[src/rtl/axi_pkg.sv]
// ---------------------------------------------------------------------------
// axi_pkg
// Shared definitions for the AXI4-Lite register file:
//   RESP_OKAY / RESP_SLVERR : AXI response codes
//   wr_state_t              : write-channel FSM states
//   rd_state_t              : read-channel FSM states
// No ports (package).
// ---------------------------------------------------------------------------
package axi_pkg;

    localparam logic [1:0] RESP_OKAY   = 2'b00;
    localparam logic [1:0] RESP_SLVERR = 2'b10;

    typedef enum logic {
        W_IDLE = 1'b0,
        W_RESP = 1'b1
    } wr_state_t;

    typedef enum logic {
        R_IDLE = 1'b0,
        R_DATA = 1'b1
    } rd_state_t;

endpackage

[src/rtl/axi_lite_regbank.sv]
// ---------------------------------------------------------------------------
// axi_lite_regbank
// Register storage behind the AXI4-Lite responder.
// Ports:
//   clk, rst_n        clock, asynchronous active-low reset
//   we                commit strobe (one write per asserted cycle)
//   wr_idx            register index to commit
//   wr_data, wr_strb  write data and byte-lane enables
//   rd_idx / rd_data  combinational read port (returns pre-edge contents)
//   regs_flat         all registers, reg i at [i*WIDTH +: WIDTH]
//   wr_pulse          bit i high the cycle after reg i was committed
// ---------------------------------------------------------------------------
module axi_lite_regbank
    import axi_pkg::*;
#(
    parameter int WIDTH = 32,
    parameter int NREGS = 8,
    localparam int IDXW = $clog2(NREGS)
) (
    input  logic                   clk,
    input  logic                   rst_n,
    input  logic                   we,
    input  logic [IDXW-1:0]        wr_idx,
    input  logic [WIDTH-1:0]       wr_data,
    input  logic [WIDTH/8-1:0]     wr_strb,
    input  logic [IDXW-1:0]        rd_idx,
    output logic [WIDTH-1:0]       rd_data,
    output logic [NREGS*WIDTH-1:0] regs_flat,
    output logic [NREGS-1:0]       wr_pulse
);

    genvar gi;
    generate
        for (gi = 0; gi < NREGS; gi++) begin : g_reg
            logic [WIDTH-1:0] value_reg;
            logic             pulse_reg;
            logic             hit;

            assign hit = we && (wr_idx == IDXW'(gi));

            // A commit with all strobes low still produces a pulse.
            always_ff @(posedge clk or negedge rst_n) begin
                if (!rst_n) begin
                    value_reg <= '0;
                    pulse_reg <= 1'b0;
                end else begin
                    pulse_reg <= hit;
                    for (int b = 0; b < WIDTH / 8; b++) begin
                        if (hit && wr_strb[b]) begin
                            value_reg[b*8 +: 8] <= wr_data[b*8 +: 8];
                        end
                    end
                end
            end

            assign regs_flat[gi*WIDTH +: WIDTH] = value_reg;
            assign wr_pulse[gi]                 = pulse_reg;
        end
    endgenerate

    assign rd_data = regs_flat[rd_idx*WIDTH +: WIDTH];

endmodule

[src/rtl/axi_lite_regfile.sv]
// ---------------------------------------------------------------------------
// axi_lite_regfile
// AXI4-Lite responder backed by NREGS software-visible registers.
// Independent write (AW+W -> B) and read (AR -> R) state machines; AW and W
// may arrive in either order or together.
// Ports:
//   ACLK, ARESETn                       clock, asynchronous active-low reset
//   AWADDR/AWVALID/AWREADY              write address channel
//   WDATA/WSTRB/WVALID/WREADY           write data channel
//   BRESP/BVALID/BREADY                 write response channel
//   ARADDR/ARVALID/ARREADY              read address channel
//   RDATA/RRESP/RVALID/RREADY           read data channel
//   regs_out                            flat register export
//   wr_pulse                            per-register commit strobe
// Build option: define AXI_REGFILE_SLVERR_EN to answer out-of-range accesses
// with SLVERR; otherwise they are answered OKAY. Either way such writes are
// dropped and such reads return zero.
// ---------------------------------------------------------------------------
module axi_lite_regfile
    import axi_pkg::*;
#(
    parameter int WIDTH = 32,
    parameter int NREGS = 8
) (
    input  logic                   ACLK,
    input  logic                   ARESETn,
    input  logic [WIDTH-1:0]       AWADDR,
    input  logic                   AWVALID,
    output logic                   AWREADY,
    input  logic [WIDTH-1:0]       WDATA,
    input  logic [WIDTH/8-1:0]     WSTRB,
    input  logic                   WVALID,
    output logic                   WREADY,
    output logic [1:0]             BRESP,
    output logic                   BVALID,
    input  logic                   BREADY,
    input  logic [WIDTH-1:0]       ARADDR,
    input  logic                   ARVALID,
    output logic                   ARREADY,
    output logic [WIDTH-1:0]       RDATA,
    output logic [1:0]             RRESP,
    output logic                   RVALID,
    input  logic                   RREADY,
    output logic [NREGS*WIDTH-1:0] regs_out,
    output logic [NREGS-1:0]       wr_pulse
);

    localparam int STRBW = WIDTH / 8;
    localparam int ABITS = $clog2(STRBW);
    localparam int IDXW  = $clog2(NREGS);

`ifdef AXI_REGFILE_SLVERR_EN
    localparam logic [1:0] OOR_RESP = RESP_SLVERR;
`else
    localparam logic [1:0] OOR_RESP = RESP_OKAY;
`endif

    // ---------------- write path ----------------
    wr_state_t        wr_state_reg, wr_state_next;
    logic             awready_reg, awready_next;
    logic             wready_reg, wready_next;
    logic             aw_held_reg, aw_held_next;
    logic             w_held_reg, w_held_next;
    logic [WIDTH-1:0] awaddr_reg;
    logic [WIDTH-1:0] wdata_reg;
    logic [STRBW-1:0] wstrb_reg;
    logic [1:0]       bresp_reg, bresp_next;

    logic             aw_hs, w_hs, commit;
    logic [WIDTH-1:0] cur_awaddr, cur_wdata, wr_idx_full;
    logic [STRBW-1:0] cur_wstrb;
    logic             wr_in_range;

    assign aw_hs = AWVALID && awready_reg;
    assign w_hs  = WVALID && wready_reg;

    // A channel handshaking on the commit edge is used directly, not via its latch.
    assign cur_awaddr  = aw_hs ? AWADDR : awaddr_reg;
    assign cur_wdata   = w_hs ? WDATA : wdata_reg;
    assign cur_wstrb   = w_hs ? WSTRB : wstrb_reg;
    assign wr_idx_full = cur_awaddr >> ABITS;
    assign wr_in_range = wr_idx_full < WIDTH'(NREGS);

    always_ff @(posedge ACLK or negedge ARESETn) begin
        if (!ARESETn) begin
            wr_state_reg <= W_IDLE;
            awready_reg  <= 1'b0;
            wready_reg   <= 1'b0;
            aw_held_reg  <= 1'b0;
            w_held_reg   <= 1'b0;
            awaddr_reg   <= '0;
            wdata_reg    <= '0;
            wstrb_reg    <= '0;
            bresp_reg    <= RESP_OKAY;
        end else begin
            wr_state_reg <= wr_state_next;
            awready_reg  <= awready_next;
            wready_reg   <= wready_next;
            aw_held_reg  <= aw_held_next;
            w_held_reg   <= w_held_next;
            bresp_reg    <= bresp_next;
            if (aw_hs) awaddr_reg <= AWADDR;
            if (w_hs) begin
                wdata_reg <= WDATA;
                wstrb_reg <= WSTRB;
            end
        end
    end

    always_comb begin
        wr_state_next = wr_state_reg;
        awready_next  = awready_reg;
        wready_next   = wready_reg;
        aw_held_next  = aw_held_reg;
        w_held_next   = w_held_reg;
        bresp_next    = bresp_reg;
        commit        = 1'b0;
        case (wr_state_reg)
            W_IDLE: begin
                if ((aw_hs || aw_held_reg) && (w_hs || w_held_reg)) begin
                    commit        = 1'b1;
                    wr_state_next = W_RESP;
                    awready_next  = 1'b0;
                    wready_next   = 1'b0;
                    aw_held_next  = 1'b0;
                    w_held_next   = 1'b0;
                    bresp_next    = wr_in_range ? RESP_OKAY : OOR_RESP;
                end else begin
                    aw_held_next = aw_held_reg || aw_hs;
                    w_held_next  = w_held_reg || w_hs;
                    awready_next = !(aw_held_reg || aw_hs);
                    wready_next  = !(w_held_reg || w_hs);
                end
            end
            W_RESP: begin
                if (BREADY) begin
                    wr_state_next = W_IDLE;
                    awready_next  = 1'b1;
                    wready_next   = 1'b1;
                end
            end
        endcase
    end

    assign AWREADY = awready_reg;
    assign WREADY  = wready_reg;
    assign BVALID  = (wr_state_reg == W_RESP);
    assign BRESP   = bresp_reg;

    // ---------------- read path ----------------
    rd_state_t        rd_state_reg, rd_state_next;
    logic             arready_reg, arready_next;
    logic [WIDTH-1:0] rdata_reg, rdata_next;
    logic [1:0]       rresp_reg, rresp_next;

    logic             ar_hs, rd_in_range;
    logic [WIDTH-1:0] rd_idx_full, bank_rd_data;

    assign ar_hs       = ARVALID && arready_reg;
    assign rd_idx_full = ARADDR >> ABITS;
    assign rd_in_range = rd_idx_full < WIDTH'(NREGS);

    always_ff @(posedge ACLK or negedge ARESETn) begin
        if (!ARESETn) begin
            rd_state_reg <= R_IDLE;
            arready_reg  <= 1'b0;
            rdata_reg    <= '0;
            rresp_reg    <= RESP_OKAY;
        end else begin
            rd_state_reg <= rd_state_next;
            arready_reg  <= arready_next;
            rdata_reg    <= rdata_next;
            rresp_reg    <= rresp_next;
        end
    end

    always_comb begin
        rd_state_next = rd_state_reg;
        arready_next  = arready_reg;
        rdata_next    = rdata_reg;
        rresp_next    = rresp_reg;
        case (rd_state_reg)
            R_IDLE: begin
                arready_next = 1'b1;
                if (ar_hs) begin
                    rd_state_next = R_DATA;
                    arready_next  = 1'b0;
                    // Bank read is combinational, so a commit on this edge is not yet visible.
                    rdata_next    = rd_in_range ? bank_rd_data : '0;
                    rresp_next    = rd_in_range ? RESP_OKAY : OOR_RESP;
                end
            end
            R_DATA: begin
                if (RREADY) begin
                    rd_state_next = R_IDLE;
                    arready_next  = 1'b1;
                end
            end
        endcase
    end

    assign ARREADY = arready_reg;
    assign RVALID  = (rd_state_reg == R_DATA);
    assign RDATA   = rdata_reg;
    assign RRESP   = rresp_reg;

    // ---------------- storage ----------------
    axi_lite_regbank #(
        .WIDTH (WIDTH),
        .NREGS (NREGS)
    ) u_bank (
        .clk       (ACLK),
        .rst_n     (ARESETn),
        .we        (commit && wr_in_range),
        .wr_idx    (wr_idx_full[IDXW-1:0]),
        .wr_data   (cur_wdata),
        .wr_strb   (cur_wstrb),
        .rd_idx    (rd_idx_full[IDXW-1:0]),
        .rd_data   (bank_rd_data),
        .regs_flat (regs_out),
        .wr_pulse  (wr_pulse)
    );

endmodule

[config.mk]
export PLATFORM = sky130hd
export DESIGN_NAME = axi_lite_regfile
export DESIGN_NICKNAME = d
export VERILOG_FILES = /design/src/rtl/axi_pkg.sv /design/src/rtl/axi_lite_regbank.sv /design/src/rtl/axi_lite_regfile.sv
export SDC_FILE = /design/constraint.sdc
export NUM_CORES = 1
export LEC_CHECK = 0
export ABC_AREA = 1
export CORE_ASPECT_RATIO = 1.1
export CORE_MARGIN = 2
export CORE_UTILIZATION = 40
export CTS_BUF_LIST = sky130_fd_sc_hd__clkbuf_2 sky130_fd_sc_hd__clkbuf_4 sky130_fd_sc_hd__clkbuf_8
export CTS_CLUSTER_DIAMETER = 120
export DETAILED_ROUTE_END_ITERATION = 10
export MAX_ROUTING_LAYER = met4
export PLACE_DENSITY = 0.69
export SYNTH_ARGS = -nofsm -noshare
export SYNTH_HDL_FRONTEND = slang
export SYNTH_SLANG_ARGS = --single-unit
export TNS_END_PERCENT = 5
[constraint.sdc]
create_clock -name ACLK -period 1.9 [get_ports ACLK]
set_clock_uncertainty 0.05 [all_clocks]
set_input_delay 0.475 -clock ACLK [delete_from_list [all_inputs] [get_ports ACLK]]
set_output_delay 0.475 -clock ACLK [all_outputs]
set_load 0.02 [all_outputs]
# After elaboration in Yosys (flattened, before gate mapping)
# Cells that the tools add are included.
[word_totals] register_bits=371 in_bits=107 output_inout_bits=305 elab_cells=138
[classes] order_cmp=2 n_eq_ne=9 shifts=1 mux=21 bitwise=2 n_reduce_logical=51
[op_table] cell="256-bit by 9-bit indexed part select with 32-bit output" count=1
[op_table] cell="32-bit two-way mux" count=3
[op_table] cell="30-bit by 4-bit less-than comparator with 1-bit output (second input constant)" count=2
[op_table] cell="1-bit logical AND" count=45
[op_table] cell="3-bit == test (second input constant)" count=4
[op_table] cell="1-bit two-way mux" count=12
[op_table] cell="1-bit case mux with 2 select lines" count=5
[op_table] cell="3-bit by 2-bit == test with 1-bit output (second input constant)" count=2
[op_table] cell="4-bit two-way mux" count=1
[op_table] cell="2-bit inequality test (second input constant)" count=2
[op_table] cell="3-bit by 1-bit == test with 1-bit output (second input constant)" count=1
[op_table] cell="3-bit logical NOT" count=1
[op_table] cell="1-bit logical NOT" count=2
[op_table] cell="1-bit logical OR" count=2
[op_table] cell="1-bit NOT" count=2
[op_table] cell="2-bit AND reduction" count=1

# Longest topological paths before layout
# Gate-level depths: netlist (run 1).
[depth] depth_word=8 ltp_mapped=15 ltp_nobuf=11

# Hierarchy
# From an unflattened synthesis (run 1), not the netlist that was laid out.
[unflattened] cells_unflattened=2195 hier_area_um2=18183.7
[modules_own_cells] module="axi_lite_regbank" n_inst=1 cells_per_inst=1752 area_each_um2=13670.6 seq_area_each_um2=6606.3
[modules_own_cells] module="axi_lite_regfile" n_inst=1 cells_per_inst=443 area_each_um2=4513.1 seq_area_each_um2=2627.5

# Worst setup path after synthesis (run 1)
# No wires, ideal clock.
[synth_path] kind="register -> register" startpoint="register awready_reg (netlist: AWREADY)" endpoint="register u_bank.g_reg[7].value_reg[24]" setup_time_ns=0.117 arrival_ns=1.972 required_time_ns=1.733 slack_ns=-0.239 path_stages_with_launch=14 n_path_buf=3 synth_period_minus_slack_ns=2.139 path_cell_list="dfrtp_1 > buf_2 > nand2_4 > buf_2 > nand2_1 > o21ai_1 > nand3_1 > inv_1 > nand2_1 > nor2_2 > buf_4 > nand4_4 > nand2_1 > nand2_1"
[synth_between] elab_chain_len=8 elab_cells_between_ends=11 classes_between="order compare: 1; eq/ne: 1; mux: 3; reduce/logical: 6"
[synth_lines] item="start: declaration" line_no="axi_lite_regfile.sv:60" text="logic awready_reg, awready_next;"
[synth_lines] item="start signal: assignment" line_no="axi_lite_regfile.sv:97" text="awready_reg <= awready_next;"
[synth_lines] item="1-bit logical AND *" line_no="axi_lite_regfile.sv:74" text="assign aw_hs = AWVALID && awready_reg;"
[synth_lines] item="parallel branches: the longest is 5 deep, another holds 30-bit by 4-bit less-than comparator with 1-bit output"
[synth_lines] item="1-bit logical AND *" line_no="axi_lite_regbank.sv:39" text="assign hit = we && (wr_idx == IDXW'(gi));"
[synth_lines] item="1-bit logical AND *" line_no="axi_lite_regbank.sv:49" text="if (hit && wr_strb[b]) begin"
[synth_lines] item="end signal: indexed assignment" line_no="axi_lite_regbank.sv:50" text="value_reg[b*8 +: 8] <= wr_data[b*8 +: 8];"
[synth_lines] item="end: declaration" line_no="axi_lite_regbank.sv:35" text="logic [WIDTH-1:0] value_reg;"
# Every way passes the cells marked *.
# A chain may end at the register's enable or synchronous reset.

# Worst setup path after layout (run 1)
[layout_path] startpoint="register awready_reg (netlist: AWREADY)" endpoint="register u_bank.g_reg[3].value_reg[18]"
[layout_between] elab_cells_between_ends=11 classes_between="order compare: 1; eq/ne: 1; mux: 3; reduce/logical: 6"
[layout_rtl] item="1-bit logical AND" line_no="axi_lite_regfile.sv:74"
[layout_rtl] item="32-bit two-way mux"
[layout_rtl] item="net cur_awaddr[23]" line_no="axi_lite_regfile.sv:70" text="logic [WIDTH-1:0] cur_awaddr, cur_wdata, wr_idx_full;"
[layout_rtl] item="30-bit by 4-bit less-than comparator with 1-bit output" line_no="axi_lite_regfile.sv:82" text="assign wr_in_range = wr_idx_full < WIDTH'(NREGS);"
[layout_rtl] item="1-bit logical AND" line_no="axi_lite_regfile.sv:214" text=".we (commit && wr_in_range),"
[layout_rtl] item="1-bit logical AND" line_no="axi_lite_regbank.sv:39"
[layout_rtl] item="1-bit logical AND" line_no="axi_lite_regbank.sv:49"
[layout_rtl] item="end signal: indexed assignment" line_no="axi_lite_regbank.sv:50"
[layout_rtl] item="end: declaration" line_no="axi_lite_regbank.sv:35"
# The timed path passes the listed nets, and every way through them passes these cells.

==> impl_results.md, run 1 <==
- P per Cell Area: 1030 mW/mm²
- RSZ-0062 raised after global routing: true
- FF-to-FF End: u_bank.g_reg[3].value_reg[18]$_DFFE_PN0P_
- Die Span Y: 226 µm
- Critical path startpoint: AWREADY$_DFFE_PN0P_
- Clock buffer count from CTS: 66
- Post-synth ARST share: 100%
- H-Tree Depth: 3
- Initial Utilization: 40.4%
- Vias/cell: 5.67
- Cell accounting for the most synthesized area: dfrtp_1
- Fin worst setup slack: -0.422 ns
- Number of fill cells: 3891
- Tmin final: 2.32 ns
- Initial DRC Count: 1828
- Post-synth top flop: dfrtp_1
- Fmax achieved: 431 MHz
- DP Cell Count: 3155
- Hold Fails Final Rpt: 0
- Floorplan core area: 0.0443 mm²
- Syn. warnings: 0
- First-pass GRT wire length: 107 mm
- Slew margin rel.: 65.2%
- Startpoint types: flop
- Layout cells sized above 1: 18.9%
- Post-route ant nets: 0
- Register-to-Register Path Depth: 12
- Slew Viols, Final: 0
- Top-count cell post-synth: nand2_1
- Worst skew pair latency: 0.65 ns
- Final period util: 122%
- Nets: 2753
- Max FFs per register: 256
- Area contributors post-synth: dfrtp_1 (52%), nand2_1 (16%), nand4_1 (9.1%)
- Sequential area share after synthesis: 51.6%
- WP data arrival: 2.77 ns
- Syn-to-layout area delta: 43.9%
- Synth Instances: 2120
- Yosys reg bits: 369
- Die Span X: 206 µm
- Drt wl/cell: 21.5 µm
- Critical path endpoint: u_bank.g_reg[3].value_reg[18]$_DFFE_PN0P_
- Total GRT Usage: 31.1%
- Final WL: 70.5 mm
- Hold Path Class: in2async
- CP Capture Type: flop
- Area taken by multi-input logic gates: 0.00774 mm²
- Leakage: 13.0 nW
- Post-synth top cells: nand2_1 (778), dfrtp_1 (369), nand4_1 (261)
- Reg area: 0.00924 mm²
- Vias in the first global route: 18065
- Reg2reg setup slack: -0.42 ns
- Final std cells w/o fill: 3275
- Detailed Place HPWL: 50.6 mm
- Post-synthesis average cell area: 8.45 µm²
- CTS tree: done
- Tot Pwr: 26.6 mW
- Drc violations: 0
- Post-synth top area share: 51.6%
- IO buf count: 403
- Placer Congestion: 0.906
- Number of I/O pins: 412
- Max Root-Sink Buffers: 3
- Crit path max fanout: 19
- DIE AREA: 0.0465 mm²
- Drt first pass iters: 7
- # rows: 81
- Worst Setup Path Type: reg2reg
- CTS clk-pin slew, worst paths: 0.06 ns
- Root Buffer: clkbuf_8
- Total global routing overflow: 0
- Status: finished with violations
- Final Setup Violations: 461
- Initial antenna violation count: 1
- Violated checks: setup timing
- Cell Area, Placed: 0.0245 mm²
- Synth unique cells: 34
- Netlist Area Pre-Place: 0.0179 mm²
- CP required: 2.35 ns
- Max Cap Viol: 0
- Final hold slack: 0.300 ns
- Actual slew at the worst max-slew pin: 0.522 ns
- Post-synth EDFFs: 0
- Peak supply drop: 0.677 mV
- Pin count of the biggest net entering global routing: 75
- Clk sink count: 369
- Final instance area: 0.0258 mm²
- RR Startpoint: AWREADY$_DFFE_PN0P_
- Vias: 18562
-- worst min-delay path by stage --
stage          startpoint                                        to  depth (start not counted)
2_1_floorplan     ARESETn                       ARREADY$_DFFE_PN0P_                          0
3_3_place_gp      ARESETn  u_bank.g_reg[2].value_reg[3]$_DFFE_PN0P_                          1
3_5_place_dp      ARESETn  u_bank.g_reg[2].value_reg[3]$_DFFE_PN0P_                          1
4_1_cts           ARESETn  u_bank.g_reg[3].value_reg[0]$_DFFE_PN0P_                          2
5_1_grt           ARESETn  u_bank.g_reg[0].value_reg[0]$_DFFE_PN0P_                          2
6_report          ARESETn  u_bank.g_reg[2].value_reg[2]$_DFFE_PN0P_                          2
-- cell usage in the layout (no fill, tap or decap), drive strengths merged, types with 3 or more instances in the layout --
cell type / instances
nand2: 790
dfrtp: 369
nand4: 291
buf: 286
clkdlybuf4s50: 285
o21ai: 166
nor2: 166
clkbuf: 101
o221ai: 60
inv: 54
clkdlybuf4s15: 43
nand3: 33
nor3: 8
dlygate4sd2: 8
a21oi: 4
conb: 4
clkinvlp: 4
bufinv: 4
clkinv: 4
nor4: 3
-- critical path, stage by stage (launching register included) --
cell     delay (ns)
dfrtp_2        0.51
nand2_4        0.21
nand2_1        0.12
nand2_1        0.09
inv_1          0.06
nand2_1        0.04
nor2_1         0.10
nand2_1        0.10
nor2_4         0.17
buf_12         0.23
nand4_4        0.27
nand2_1        0.15
nand2_1        0.07
-- repair_timing --
action | 4_1_cts | 5_1_grt
buffers inserted | 2 | 0
hold endpoints to repair | 25 | 0
hold buffers | 1 | 0
pin swaps | 7 | 2
gates cloned | 1 | 0
setup endpoints to repair | 565 | 469
resized for setup | 397 | 1
-- stage by stage --
step           setup slack [ns]  util, %  setup TNS (ns)
2_1_floorplan            -0.171        -          -29.19
3_3_place_gp             -0.923     55.4         -241.49
3_5_place_dp             -0.974     55.4         -250.25
4_1_cts                  -0.366     58.2         -135.43
5_1_grt                  -0.541     58.2         -179.18
6_report                 -0.422     58.2         -126.27
-- logic make-up after synthesis --
group | synth area share (%)
and+or+nand+nor | 34.7
DFF | 51.6
muxes | 0.0559
AOI/OAI and AO/OA | 7.94
other | 0.0209
buffers and inverters | 5.69
-- layout make-up --
type,count,area share (%)
clock buffers,101,4.86
clock inverters,14,0.728
multi-input cells,1533,30.0
repair buffers,624,24.9
flip-flops and latches,369,35.8
well taps,581,2.82
inverters,52,0.796
diodes,1,0.00971
-- where the power goes --
part	internal [mW]	leakage, nW	total (mW)	switching [mW]
Clock	4.75	0.751	8.18	3.43
Sequential	8.59	5.03	8.87	0.275
Combinational	3.69	7.26	9.55	5.86
-- metal layers --
layer	vias to the layer above	routed length [µm]	global-route usage (%)
li1	8316	-	-
met4	0	3170	15.6
met5	-	0	-
met1	9012	26500	37.6
met2	1054	34200	49.8
met3	180	6680	5.73
No activity file was read; power rests on OpenSTA's default activity.
==> run 2, diff against run 1 <==
--- a/config.mk
+++ b/config.mk
@@ -9,11 +9,11 @@
 export CORE_ASPECT_RATIO = 1.1
 export CORE_MARGIN = 2
 export CORE_UTILIZATION = 40
-export CTS_BUF_LIST = sky130_fd_sc_hd__clkbuf_2 sky130_fd_sc_hd__clkbuf_4 sky130_fd_sc_hd__clkbuf_8
 export CTS_CLUSTER_DIAMETER = 120
+export CTS_CLUSTER_SIZE = 10
 export DETAILED_ROUTE_END_ITERATION = 10
 export MAX_ROUTING_LAYER = met4
-export PLACE_DENSITY = 0.69
+export PLACE_DENSITY = 0.66
 export SYNTH_ARGS = -nofsm -noshare
 export SYNTH_HDL_FRONTEND = slang
 export SYNTH_SLANG_ARGS = --single-unit
==> constraint.sdc (replaced) <==
create_clock -name ACLK -period 2.55 [get_ports ACLK]
set_clock_uncertainty 0.05 [all_clocks]
set_input_delay 0.6375 -clock ACLK [delete_from_list [all_inputs] [get_ports ACLK]]
set_output_delay 0.6375 -clock ACLK [all_outputs]
set_load 0.02 [all_outputs]
==> run 2 against run 1 <==
The flow now finishes without violations. Count of clock-buffer cells in the layout fell by 57. Die area did not move. Routed wire length fell by 2.3%. Critical endpoint is now regs_out[55]. Largest cell class unchanged. Highest routed layer unchanged.
==> impl_results.md, run 2 (synthesis results as in run 1) <==
- Max Cap Viol: 0
- Max Root-Sink Buffers: 3
- Nets: 2654
- Hold Fails Final Rpt: 0
- Status: finished clean
- First-pass GRT wire length: 104 mm
- Number of I/O pins: 412
- Clk sink count: 369
- Met3 WL post-DR: 5.92 mm
- Fin worst setup slack: 0.173 ns
- Max FFs per register: 256
- CP Capture Type: output port
- Startpoint types: flop
- Gate power share: 35.1%
- Tmin final: 2.38 ns
- Syn-to-layout area delta: 38.8%
- Slowest stage delay, CP: 0.74 ns
- Drt first pass iters: 6
- Die Span X: 206 µm
- Pin count of the biggest net entering global routing: 101
- Sw Ratio: 36.5%
- Routed wl met2: 34.3 mm
- CP Cell Sequence: clkdlybuf4s50_1
- Floorplan core area: 0.0443 mm²
- Drc violations: 0
- IO buf count: 403
- DIE AREA: 0.0465 mm²
- P per Cell Area: 734 mW/mm²
- Root Buffer: clkbuf_16
- Final hold slack: 0.418 ns
- CP required: 1.86 ns
- Vias: 17702
- Final Setup Violations: 0
- Final period util: 93.2%
- Actual slew at the worst max-slew pin: 0.603 ns
- Clock buffer count from CTS: 42
- Initial antenna violation count: 0
- Fin util: 56.1%
- Routed metal-1 wirelength: 26.1 mm
- Slew Viols, Final: 0
- CTS tree: done
- Detailed Place HPWL: 48.7 mm
- Leakage: 12.2 nW
- Total global routing overflow: 0
- DR top layer: met4
- Die Span Y: 226 µm
- Vias in the first global route: 17290
- Worst path bufs/invs: 1
- H-Tree Depth: 2
- Vias/cell: 5.66
- RSZ-0062 raised after global routing: false
- Total GRT Usage: 30.3%
- Critical-path top delay cell: clkdlybuf4s50_1
- CP top delay family: buffers and inverters
- Fmax achieved: 421 MHz
- Layout cells sized above 1: 10.0%
- Switching power: 6.67 mW
- Slew margin rel.: 59.8%
- Commonest non-fill, non-tap cells in the layout: nand2_1 (777), clkdlybuf4s50_1 (397), dfrtp_1 (369)
- Worst skew pair latency: 0.57 ns
- Crit path max fanout: 3
- # rows: 81
- Hold Path Class: reg2reg
- N_diodes: 0
- Post-route ant nets: 0
- Reg2reg setup slack: 0.30 ns
- Peak supply drop: 0.409 mV
- Initial Utilization: 40.4%
- Placer Congestion: 0.877
- Leading cell type in the layout, fill and taps excluded: nand2_1
- Drt wl/cell: 22.0 µm
- Flop pwr share: 36.1%
- Final WL: 68.9 mm
- P_int: 11.6 mW
- Place WS: -0.507 ns
- Worst Setup Path Type: reg2out
- Clock Power Share: 28.9%
- WP data arrival: 1.69 ns
- CTS clk-pin slew, worst paths: 0.06 ns
- # Post-CTS Setup Buffers: 0
- Initial DRC Count: 1388
run 2: power groups by stage:
stage	combinational, mW	clock (mW)	sequential (mW)
final	6.40	5.27	6.58
after global placement	6.21	0	6.67
after detailed placement	6.33	0	6.68
after floorplan	3.13	0	6.68
after global routing	6.85	5.59	6.63
after CTS	6.34	5.36	6.59
run 2: worst reg2reg max path: stages, from the launching register on:
cell and delay, ns:
dfrtp_1 0.42, nand2_4 0.13, buf_12 0.17, nand2_1 0.07, o21ai_1 0.10, nand2_1 0.08
nor2_1 0.12, nand2_1 0.10, nor2_4 0.20, buf_12 0.24, nand4_4 0.25, nand2_1 0.13
nand2_1 0.07
run 2: what timing repair did:
action | CTS | global route
hold buffers | 1 | 0
resized for setup | 0 | 3
endpoints found under the hold margin | 7 | 0
endpoints found under the setup margin | 0 | 186
run 2: final cells by class:
cell class / count / area (µm²)
multi-input cells: 1532 / 7700
clock inverters: 1 / 8.76
repair buffers: 550 / 5900
clock buffers: 44 / 1080
inverters: 52 / 200
flip-flops and latches: 369 / 9230
fillers: 3919 / 19400
well taps: 581 / 727
run 2: stage by stage:
| step | setup TNS (ns) | instance area [µm²] | power [mW] | cells |
|---|---|---|---|---|
| 4_1_cts | 0 | 24800 | 18.3 | 3129 |
| 3_3_place_gp | -112.69 | 23700 | 12.9 | 3083 |
| 3_5_place_dp | -114.82 | 23700 | 13.0 | 3083 |
| 5_1_grt | 0 | 24900 | 19.1 | 3129 |
| 6_report | 0 | 24900 | 18.2 | 3129 |
| 2_1_floorplan | 0 | 17900 | 9.81 | 2123 |
run 2: final timing paths:
path / from / end / cells past startpoint
worst min-delay path: awaddr_reg[27]$_DFF_PN0_ / awaddr_reg[27]$_DFF_PN0_ / 2
min in group asynchronous: ARESETn / RDATA[4]$_DFFE_PN0P_ / 2
max in group asynchronous: ARESETn / u_bank.g_reg[0].value_reg[18]$_DFFE_PN0P_ / 3
worst max register to register: AWREADY$_DFFE_PN0P_ / u_bank.g_reg[5].value_reg[16]$_DFFE_PN0P_ / 12
worst min register to register: awaddr_reg[27]$_DFF_PN0_ / awaddr_reg[27]$_DFF_PN0_ / 2
worst max-delay path: u_bank.g_reg[1].value_reg[23]$_DFFE_PN0P_ / regs_out[55] / 1
run 2: per-layer routing:
| metal | vias to the layer above | track usage, % |
|---|---|---|
| met3 | 165 | 4.59 |
| met4 | 0 | 11.7 |
| li1 | 8076 | - |
| met2 | 943 | 50.5 |
| met5 | - | - |
| met1 | 8518 | 37.2 |
==> run 3, diff against run 2 <==
--- a/config.mk
+++ b/config.mk
@@ -5,15 +5,15 @@
 export SDC_FILE = /design/constraint.sdc
 export NUM_CORES = 1
 export LEC_CHECK = 0
-export ABC_AREA = 1
 export CORE_ASPECT_RATIO = 1.1
 export CORE_MARGIN = 2
-export CORE_UTILIZATION = 40
+export CORE_UTILIZATION = 45
 export CTS_CLUSTER_DIAMETER = 120
 export CTS_CLUSTER_SIZE = 10
 export DETAILED_ROUTE_END_ITERATION = 10
 export MAX_ROUTING_LAYER = met4
-export PLACE_DENSITY = 0.66
+export PLACE_DENSITY = 0.74
+export SETUP_SLACK_MARGIN = 0.15
 export SYNTH_ARGS = -nofsm -noshare
 export SYNTH_HDL_FRONTEND = slang
 export SYNTH_SLANG_ARGS = --single-unit
==> run 3 against run 2 <==
Final area down 6.2%. First-iteration DRC count down 57%. Die area down 19%. Sequential share of layout area up 2.4 points. Sequential power up 1%. Critical path depth up 7. Final cell count down 33%. Area after synthesis down 8.9%. Critical path type is now in2reg. Highest routed layer unchanged.
==> impl_results.md, run 3 <==
- Sw Ratio: 28.4%
- Syn. warnings: 0
- Reg area: 0.00924 mm²
- Switching power: 4.22 mW
- Post-route ant nets: 0
- Final std cells w/o fill: 2092
- Nets: 1709
- Floorplan core area: 0.0359 mm²
- # rows: 73
- Top-count cell post-synth: dfrtp_1
- Total GRT Usage: 25.9%
- Syn-to-layout area delta: 43.0%
- Gate power share: 19.9%
- P per Cell Area: 639 mW/mm²
- Number of fill cells: 2683
- Final instance area: 0.0233 mm²
- Clk sink count: 369
- Max Root-Sink Buffers: 3
- H-Tree Depth: 2
- IO buf count: 403
- Die Span Y: 204 µm
- Final WL: 47.4 mm
- Post-synth top flop: dfrtp_1
- Synth Instances: 1103
- Area contributors post-synth: dfrtp_1 (57%), mux2_2 (18%), mux4_2 (8.8%)
- Leakage: 10.8 nW
- Placer Congestion: 0.802
- Post-synthesis average cell area: 14.8 µm²
- Number of I/O pins: 412
- Drt wl/cell: 22.6 µm
- Tmin final: 2.38 ns
- CP required: 2.92 ns
- Yosys reg bits: 369
- Max FFs per register: 256
- Fmax achieved: 421 MHz
- Layout cells sized above 1: 35.3%
- WP data arrival: 2.74 ns
- Register-to-Register Path Depth: 8
- Drt first pass iters: 4
- P_int: 10.7 mW
- Clock Power Share: 35.2%
- Reg2reg setup slack: 0.20 ns
- Crit path max fanout: 8
- Final Setup Violations: 0
- Hold Path Class: in2reg
- Actual slew at the worst max-slew pin: 0.571 ns
- Commonest non-fill, non-tap cells in the layout: clkdlybuf4s50_1 (391), dfrtp_1 (368), mux2_2 (263)
- First-pass GRT wire length: 71.2 mm
- CTS tree: done
- Cell Area, Placed: 0.0220 mm²
- DP Cell Count: 2038
- Synth unique cells: 45
- Post-synth EDFFs: 0
- Max Cap Viol: 0
- Vias: 11326
- Clock buffer count from CTS: 42
- RSZ-0062 raised after global routing: true
- Detailed Place HPWL: 33.0 mm
- Cell accounting for the most synthesized area: dfrtp_1
- Sequential area share after synthesis: 56.6%
- Initial Utilization: 45.4%
- Final period util: 93.2%
- Die Span X: 186 µm
- Post-synth ARST share: 100%
- Leading cell type in the layout, fill and taps excluded: clkdlybuf4s50_1
- Flop pwr share: 44.8%
- DIE AREA: 0.0378 mm²
- Netlist Area Pre-Place: 0.0163 mm²
- Peak supply drop: 0.432 mV
- Startpoint types: input port
- Worst skew pair latency: 0.54 ns
- Total global routing overflow: 0
- Area taken by multi-input logic gates: 0.00688 mm²
- Drc violations: 0
- Slew margin rel.: 61.9%
- Post-synth top area share: 56.6%
- Root Buffer: clkbuf_16
- CTS clk-pin slew, worst paths: 0.05 ns
- Initial antenna violation count: 1
- Worst Setup Path Type: in2reg
- Post-synth top cells: dfrtp_1 (369), mux2_2 (263), nand2_1 (121)
- Slew Viols, Final: 0
- Pin count of the biggest net entering global routing: 59
- Hold Path Stages: 3
- Initial DRC Count: 596
- Hold Fails Final Rpt: 0
- Vias/cell: 5.41
- Vias in the first global route: 11748
- CP Capture Type: flop
- Status: finished clean
run 3: changes by cell type in the layout (fill, tap and decap cells not counted), moves of 60 or more:
| cell | before | now |
|---|---|---|
| nand4_1 | 261 | 4 |
| nand2_1 | 777 | 120 |
| o221ai_1 | 60 | 0 |
| o21ai_0 | 161 | 34 |
| nor2_1 | 155 | 17 |
| mux4_2 | 0 | 64 |
| mux2_2 | 0 | 263 |
run 3: power by group through the flow:
stage | registers [mW] | logic [mW] | clock network [mW]
2_1_floorplan | 6.73 | 1.59 | 0
3_3_place_gp | 6.72 | 2.80 | 0
3_5_place_dp | 6.76 | 2.86 | 0
4_1_cts | 6.66 | 2.94 | 5.36
5_1_grt | 6.73 | 3.25 | 5.60
6_report | 6.67 | 2.97 | 5.25
run 3: kinds of logic after synthesis:
kind of cell	share of synthesized area, %
buffers and inverters	2.03
muxes	31.3
and+or+nand+nor	8.25
other	0.0230
AOI/OAI and AO/OA	1.79
DFF	56.6
run 3: final cells by class:
class                   instances  share of cell area (%)
multi-input cells             670                    29.5
repair buffers                513                    23.3
flip-flops and latches        369                    39.6
well taps                     487                    2.61
inverters                       6                  0.0966
clock buffers                  46                    4.84
diodes                          1                  0.0107
run 3: path summary, 6_finish.rpt:
path,start,to
setup / recovery,AWADDR[16],u_bank.g_reg[2].value_reg[4]$_DFFE_PN0P_
hold / removal,AWADDR[11],awaddr_reg[11]$_DFF_PN0_
setup reg to reg,AWREADY$_DFFE_PN0P_,u_bank.g_reg[2].value_reg[4]$_DFFE_PN0P_
hold reg to reg,awaddr_reg[18]$_DFF_PN0_,awaddr_reg[18]$_DFF_PN0_
max in group asynchronous,ARESETn,wdata_reg[7]$_DFF_PN0_
min in group asynchronous,ARESETn,wdata_reg[2]$_DFF_PN0_
run 3: worst max-delay path: stages:
cell             delay (ns)
clkdlybuf4s50_1        0.44
nor4_2                 0.28
nand4_1                0.18
o22a_4                 0.29
buf_12                 0.17
nor3_4                 0.23
buf_12                 0.17
mux2_2                 0.33
run 3: per-layer routing:
metal  part of all wire [%]  global-route usage (%)  up-vias
li1                       -                       -     5015
met1                     40                    32.3     5882
met2                     51                    43.1      346
met3                    5.7                    4.88       83
met4                    2.7                    7.51        0
met5                      0                       -        -
run 3: metrics by stage:
stage                     setup TNS, ns  hold WS [ns]  util [%]  setup WS [ns]  total power, mW
final                                 0         0.315      65.0          0.174             14.9
after global routing                  0         0.329      65.0          0.104             15.6
after CTS                             0       0.00791      64.6          0.131             15.0
after detailed placement        -110.97         0.416      61.3         -0.502             9.62
after global placement          -100.91         0.411      61.3         -0.459             9.52
after floorplan                       0         0.292         -         0.0969             8.33
run 3: what timing repair did:
item / 4_1_cts / 5_1_grt
cloned: 0 / 1
endpoints found under the setup margin: 179 / 257
pin swaps: 8 / 20
buffers inserted: 1 / 4
endpoints found under the hold margin: 0 / 1
resized for setup: 13 / 20
hold buffers: 0 / 1
